File: src/rtl/cmp_rgb_pkg.sv
// Shared types for the two-requester RGB comparator scheduler.
// Optional build macro used by the top: CMP_RGB_STICKY_LED_EN.
package cmp_rgb_pkg;

    localparam int unsigned NUM_REQ = 2;

    typedef logic [$clog2(NUM_REQ)-1:0] req_idx_t;

    typedef enum logic [1:0] {
        IDLE = 2'd0,
        CMP  = 2'd1,
        HOLD = 2'd2
    } state_e;

    typedef struct packed {
        logic r;  // a > b
        logic g;  // a == b
        logic b;  // a < b
    } rgb_t;

endpackage : cmp_rgb_pkg

File: src/rtl/cmp_rgb_core.sv
// Combinational unsigned magnitude comparator producing a one-hot R/G/B code.
module cmp_rgb_core
    import cmp_rgb_pkg::*;
#(
    parameter int WIDTH = 2
) (
    input  logic [WIDTH-1:0] a_i,
    input  logic [WIDTH-1:0] b_i,
    output rgb_t             rgb_o
);

    always_comb begin
        rgb_o.r = (a_i > b_i);
        rgb_o.g = (a_i == b_i);
        rgb_o.b = (a_i < b_i);
    end

endmodule : cmp_rgb_core

File: src/rtl/cmp_rgb_scheduler.sv
// Round-robin scheduler sharing one comparator and RGB LED between two requesters.
// Define CMP_RGB_STICKY_LED_EN to keep the last R/G/B result visible through IDLE.
module cmp_rgb_scheduler
    import cmp_rgb_pkg::*;
#(
    parameter int WIDTH       = 2,
    parameter int HOLD_CYCLES = 4
) (
    input  logic             clk,
    input  logic             reset,
    input  logic             req0_valid,
    input  logic [WIDTH-1:0] req0_a,
    input  logic [WIDTH-1:0] req0_b,
    output logic             req0_ready,
    input  logic             req1_valid,
    input  logic [WIDTH-1:0] req1_a,
    input  logic [WIDTH-1:0] req1_b,
    output logic             req1_ready,
    output logic             R,
    output logic             G,
    output logic             B,
    output logic             resp_valid,
    output logic             resp_id,
    output logic             busy
);

`ifdef CMP_RGB_STICKY_LED_EN
    localparam bit STICKY = 1'b1;
`else
    localparam bit STICKY = 1'b0;
`endif

    localparam int CNT_W = (HOLD_CYCLES > 0) ? $clog2(HOLD_CYCLES + 1) : 1;
    localparam logic [CNT_W-1:0] HOLD_LOAD = CNT_W'((HOLD_CYCLES > 0) ? HOLD_CYCLES - 1 : 0);

    state_e           state_q, state_d;
    logic [CNT_W-1:0] cnt_q, cnt_d;
    req_idx_t         rr_q, rr_d;          // index granted most recently
    logic             rr_seen_q, rr_seen_d; // any grant since reset; req0 wins ties until then
    logic [WIDTH-1:0] a_q, a_d, b_q, b_d;
    req_idx_t         id_q, id_d;
    rgb_t             rgb_q, rgb_d;
    logic             resp_valid_q, resp_valid_d;
    req_idx_t         grant;
    rgb_t             cmp_rgb;

    cmp_rgb_core #(.WIDTH(WIDTH)) u_core (
        .a_i   (a_q),
        .b_i   (b_q),
        .rgb_o (cmp_rgb)
    );

    // NOTE: every output of this block gets a default first so no path infers a latch.
    always_comb begin
        state_d      = state_q;
        cnt_d        = cnt_q;
        rr_d         = rr_q;
        rr_seen_d    = rr_seen_q;
        a_d          = a_q;
        b_d          = b_q;
        id_d         = id_q;
        rgb_d        = rgb_q;
        resp_valid_d = 1'b0;
        grant        = '0;
        req0_ready   = 1'b0;
        req1_ready   = 1'b0;

        unique case (state_q)
            IDLE: begin
                if (!STICKY) rgb_d = '0;
                if (req0_valid || req1_valid) begin
                    if (req0_valid && req1_valid) grant = rr_seen_q ? ~rr_q : '0;
                    else                          grant = req1_valid;
                    req0_ready = (grant == 1'b0);
                    req1_ready = (grant == 1'b1);
                    a_d        = grant ? req1_a : req0_a;
                    b_d        = grant ? req1_b : req0_b;
                    id_d       = grant;
                    rr_d       = grant;
                    rr_seen_d  = 1'b1;
                    state_d    = CMP;
                end
            end
            CMP: begin
                rgb_d        = cmp_rgb;
                resp_valid_d = 1'b1;
                if (HOLD_CYCLES > 0) begin
                    state_d = HOLD;
                    cnt_d   = HOLD_LOAD;
                end else begin
                    state_d = IDLE;
                end
            end
            HOLD: begin
                if (cnt_q == '0) begin
                    state_d = IDLE;
                    if (!STICKY) rgb_d = '0;
                end else begin
                    cnt_d = cnt_q - CNT_W'(1);
                end
            end
            default: state_d = IDLE;
        endcase
    end

    // NOTE: state registers use non-blocking assignments so every flop samples pre-edge values.
    always_ff @(posedge clk) begin
        if (reset) begin
            state_q      <= IDLE;
            cnt_q        <= '0;
            rr_q         <= '0;
            rr_seen_q    <= 1'b0;
            a_q          <= '0;
            b_q          <= '0;
            id_q         <= '0;
            rgb_q        <= '0;
            resp_valid_q <= 1'b0;
        end else begin
            state_q      <= state_d;
            cnt_q        <= cnt_d;
            rr_q         <= rr_d;
            rr_seen_q    <= rr_seen_d;
            a_q          <= a_d;
            b_q          <= b_d;
            id_q         <= id_d;
            rgb_q        <= rgb_d;
            resp_valid_q <= resp_valid_d;
        end
    end

    assign R          = rgb_q.r;
    assign G          = rgb_q.g;
    assign B          = rgb_q.b;
    assign resp_valid = resp_valid_q;
    assign resp_id    = id_q;
    assign busy       = (state_q != IDLE);

endmodule : cmp_rgb_scheduler
File: config.mk
export PLATFORM = sky130hd
export DESIGN_NAME = cmp_rgb_scheduler
export DESIGN_NICKNAME = d
export VERILOG_FILES = /design/src/rtl/cmp_rgb_pkg.sv /design/src/rtl/cmp_rgb_core.sv /design/src/rtl/cmp_rgb_scheduler.sv
export SDC_FILE = /design/constraint.sdc
export NUM_CORES = 1
export LEC_CHECK = 0
export CORE_MARGIN = 8
export CORE_UTILIZATION = 35
export CTS_BUF_LIST = sky130_fd_sc_hd__clkbuf_2
export CTS_CLUSTER_SIZE = 16
export DETAILED_ROUTE_END_ITERATION = 16
export PLACE_DENSITY = 0.58
export SLEW_MARGIN = 20
export SYNTH_ARGS = -nofsm -noshare
export SYNTH_HDL_FRONTEND = slang
export SYNTH_SLANG_ARGS = --single-unit
File: constraint.sdc
create_clock -name clk -period 2.6 [get_ports clk]
set_input_delay 0.52 -clock clk [delete_from_list [all_inputs] [get_ports clk]]
set_output_delay 0.52 -clock clk [all_outputs]
set_load 0.1 [all_outputs]
**After elaboration in Yosys (flattened, before gate mapping)**

Index checks and enable logic that the tools add are counted.

- $add $sub $neg: 1
- Magnitude comparators: 2
- Eq/ne operators: 6
- Muxes and demuxes: 18
- Bitwise gates (word level): 2
- Reduce and logical (&&, ||, !) cells: 11

Operators with widths:

| cell | count |
|---|---|
| 2-to-1 mux 1 bit | 9 |
| case mux 3 bit (3 select lines) | 1 |
| 2-to-1 mux 2 bit | 4 |
| AND reduction 2 bit | 4 |
| 2-to-1 mux 3 bit | 2 |
| inequality test 2 bit, second input constant | 3 |
| case mux 2 bit (3 select lines) | 1 |
| case mux 3 bit (2 select lines) | 1 |
| nonzero test 2 bit | 2 |
| logical NOT 3 bit | 1 |
| nonzero test 3 bit | 1 |
| subtractor 3 x 1 -> 3 bit, second input constant | 1 |
| == test 2 x 1 -> 1 bit, second input constant | 1 |
| == test 2 bit | 1 |
| == test 2 bit, second input constant | 1 |
| greater-than comparator 2 bit | 1 |
| logical NOT 2 bit | 1 |
| less-than comparator 2 bit | 1 |
| inverter 1 bit | 2 |
| logical AND 1 bit | 1 |
| logical OR 1 bit | 1 |

- Register bits after elaboration: 15
- Input port bits: 12
- Output and inout bits: 8
- Word-level logic and storage cells: 50

**Longest topological paths before layout**

- Word-level depth: 8
- Mapped depth: 5
- Gate-level depth less buffers: 5

**Modules after synthesis**

From an unflattened synthesis, not the netlist that was laid out.

- Cells, all modules: 95
- Area, all modules: 808.3 um^2

Modules (own cells, without submodules):

| module | times used | cells an instance | area each (um^2) | sequential area each (um^2) |
|---|---|---|---|---|
| cmp_rgb_scheduler | 1 | 86 | 745.7 | 300.3 |
| cmp_rgb_core | 1 | 9 | 62.6 | 0.0 |

**Least setup slack after synthesis**

OpenSTA, ideal clock, no wires.

- Kind: reg2out
- Start point: register, netlist name resp_id
- End point: output req0_ready
- Data arrival time: 2757 ps
- Required time: 2080 ps
- Setup slack: -677 ps
- Stages on the path, launching flop included: 4
- Path buffers: 0
- Cell sequence: dfxtp_1 nand2b_1 nand2_1 a21oi_1

RTL lines:

| what | RTL line | text |
|---|---|---|
| end, declared | cmp_rgb_scheduler.sv:14 | `output logic req0_ready,` |

**Worst setup path in the final report**

- Start point: input req0_valid
- End point: output req0_ready

- Word-level cells in the longest chain between the ends: 7
- Elaborated cells between the ends (all ways): 8
- Those cells by class: mux (5); bitwise (1); reduce/logical (2)

Ends and longest elaborated chain:

| what | RTL line | text |
|---|---|---|
| start, declared | cmp_rgb_scheduler.sv:11 | `input logic req0_valid,` |
| logical AND 1 bit | cmp_rgb_scheduler.sv:72 | `if (req0_valid && req1_valid) grant = rr_seen_q ? ~rr_q : '0;` |
| 2-to-1 mux 1 bit | cmp_rgb_scheduler.sv:72 |  |
| 2-to-1 mux 1 bit | cmp_rgb_scheduler.sv:71 | `if (req0_valid \|\| req1_valid) begin` |
| 2-to-1 mux 1 bit | cmp_rgb_scheduler.sv:68 | `unique case (state_q)` |
| inverter 1 bit | cmp_rgb_scheduler.sv:74 | `req0_ready = (grant == 1'b0);` |
| 2-to-1 mux 1 bit (*) | cmp_rgb_scheduler.sv:71 |  |
| 2-to-1 mux 1 bit (*) | cmp_rgb_scheduler.sv:68 |  |

Every way passes the cells marked *; elsewhere a longest branch is shown, timed or not. The select of a mux whose other input is x is not followed.

==> reports/metrics.cfg <==
[grt]
grt_pass1_vias = 754
grt_overflow = 0
antenna_found_initial = 0
grt_pass1_wl_mm = 3.17
gr-usage-all-layers = 0.0934
grt_max_degree = 16

[sta]
rsz0062_at_grt = no
max-slew-margin-rel = 0.646
max_freq_ghz = 0.433
period_share = 0.889
hold_viol_final = 0
skew_ns = 0.0134
fin_crit_ns = 2.31
finalMaxSlewViolations = 0
tns_ns = 0
setup_viol = 0
tightest_slew_ns = 0.530

[worst_setup_path]
crit_fanout = 8
crit_required_ns = 2.08
critPathArrivalTime_ns = 1.79
slowest_stage = clkdlybuf4s50_1
endpoint_kind = primary output
reg2reg_depth = 4
crit_chain = clkdlybuf4s50_1 > or2_2 > nand2_1 > a21oi_4 > buf_12
cpPeakStageDelay_ns = 0.59
r2r_start = state_q[1]
timing_worst_setup_path_type = input pin to primary output
reg2reg_slack_ns = 1.02
startpoint_type = input pin
r2r_end = a_q[0]

[logic_synthesis]
syn-mean-instance-area_sq_um = 8.51
ys_ff_latch = 15
synth.most_common_cell = dfxtp_1
synthTopCellsByArea = dfxtp_1 (38%), a21oi_1 (7.5%), ha_1 (6.3%)
synth_top_area_share = 0.376
syn_inst = 94
ys.flop_type = dfxtp_1
ys_async_sr_fraction = 0
yosys-top-cells-count = dfxtp_1 (15), a21oi_1 (12), inv_1 (10)
synth_top_cell_by_area = dfxtp_1
syn_nets = 110
yosysSeqAreaShare = 0.376
mappedNetlistArea_sq_um = 800
synth.distinct_cells = 25
synth_edf_count = 0
synth_warnings = 0

[cells_and_area]
instances_no_fill = 142
area_delta_synth_final_pct = 31.5
final_util = 0.480
drive_gt1_frac = 0.167
nets = 131
final_area_sq_um = 1050
diodes = 0

[cts]
ctsHoldBuffers = 0
postCtsSetupRepairBufs = 0
clk_path_buf_depth = 2
ctsRootBufferMaster = clkbuf_2
clk_pin_slew_ns = 0.13
htreeDepth = 1
cts_resized = 0
clock-sinks = 15
tritoncts = done
insertion_delay_ns = 0.28
cts_buffers = 3

[pwr]
power.static_leakage_nw = 0.408
power_density_nw_per_um2 = 614
ir_drop_mv = 0.300
total_power_w = 0.000646

[placed_design]
dpl.hpwl_mm = 1.48
portBuffers = 19
dpl_cell_area_sq_um = 1030
place_inst = 138
gp_congestion = 0.752

[detailed_routing]
vias = 749
wire_per_inst_um = 13.1
drt-total-wl_mm = 1.86
viasPerCell = 5.27
drc = 0
drtAntennaViolNets = 0
dr.pass1.iters = 4
drt_iter0_markers = 29

[die]
coreArea_sq_um = 2190
die_w_um = 63.8
num_io_pins = 20
die_area_sq_um = 4070
start_util = 0.365
rows = 17
dieHeight_um = 63.8

[flow_run]
maxCapViolations = 0

[min_path]
min_from = rr_seen_q
holdPathEnd = rr_seen_q
hold_depth = 2
min_path_type = register to register

[run_status]
status = completed

final cells by class:
| cell class | count | area [sq um] |
|---|---|---|
| Clock buffer | 3 | 15.0 |
| Fill cell | 225 | 1140 |
| Clock inverter | 1 | 5.00 |
| Timing Repair Buffer | 20 | 203 |
| Sequential cell | 15 | 300 |
| Multi-Input combinational cell | 64 | 449 |
| Inverter | 11 | 43.8 |
| Tap cell | 28 | 35.0 |
placed cells by master (no fill, tap or decap), types with 3 or more instances in the layout:
cell type and instances:
dfxtp_1 15, clkdlybuf4s50_1 11, nor4_1 4, ha_1 4, nor2_1 4, a2111oi_0 4
o211ai_1 5, buf_4 7, nand3_1 3, inv_1 10, clkbuf_2 3, nand2b_1 4
nand2_1 4, a2111oi_1 3, nor2b_1 4, a21oi_1 11, o21ai_0 3
state kept, by name, indices dropped and copies added, names as in the netlist:
register,count
R,1
a_q,2
state_q,2
resp_id,1
G,1
rr_seen_q,1
resp_valid,1
b_q,2
B,1
cnt_q,3
worst max-delay path: cells and delay by family:
family,cells,cell delay (ns)
AO/OA/AOI/OAI,1,0.16
AND/OR/NAND/NOR,2,0.33
buffers and inverters,2,0.78
logic make-up (layout without fill, tap and decap cells):
kind of cell,after synthesis,after routing,synth area share
AO/OA/AOI/OAI,33,33,0.293
adder cells (fa/ha/maj),4,4,0.0626
buffers and inverters,15,35,0.0767
flip-flops,15,15,0.376
AND/OR/NAND/NOR,27,27,0.192
metal layers:
metal / track usage / wire (um) / vias up
met4: 0.0418 / 8 / 0
met1: 0.102 / 852 / 342
met2: 0.161 / 920 / 15
li1: - / - / 390
met5: 0 / 0 / -
met3: 0.0314 / 76 / 2
power by group:
group          switching (W)  leakage [nW]  internal [W]  total (W)
Combinational       0.000174         0.268     0.0000907   0.000265
Sequential         0.0000205         0.124      0.000253   0.000274
Clock              0.0000718        0.0164     0.0000348   0.000107
how the worst max path moves through the flow:
| stage | from | endpoint | slack, ns | depth (start not counted) |
|---|---|---|---|---|
| floorplan | resp_id | req0_ready | 0.20 | 3 |
| global placement | req0_valid | req0_ready | 0.33 | 5 |
| detailed placement | req0_valid | req0_ready | 0.30 | 5 |
| CTS | req0_valid | req0_ready | 0.30 | 5 |
| global route | req0_valid | req1_ready | 0.18 | 5 |
| finish | req0_valid | req0_ready | 0.29 | 5 |
stage by stage:
step / setup slack (ns) / hold slack, ns
after floorplan: 0.195 / 0.452
after global placement: 0.326 / 0.490
after detailed placement: 0.301 / 0.479
after CTS: 0.296 / 0.515
after global routing: 0.179 / 0.543
final: 0.289 / 0.509
Power figures use the tool's default switching activity.
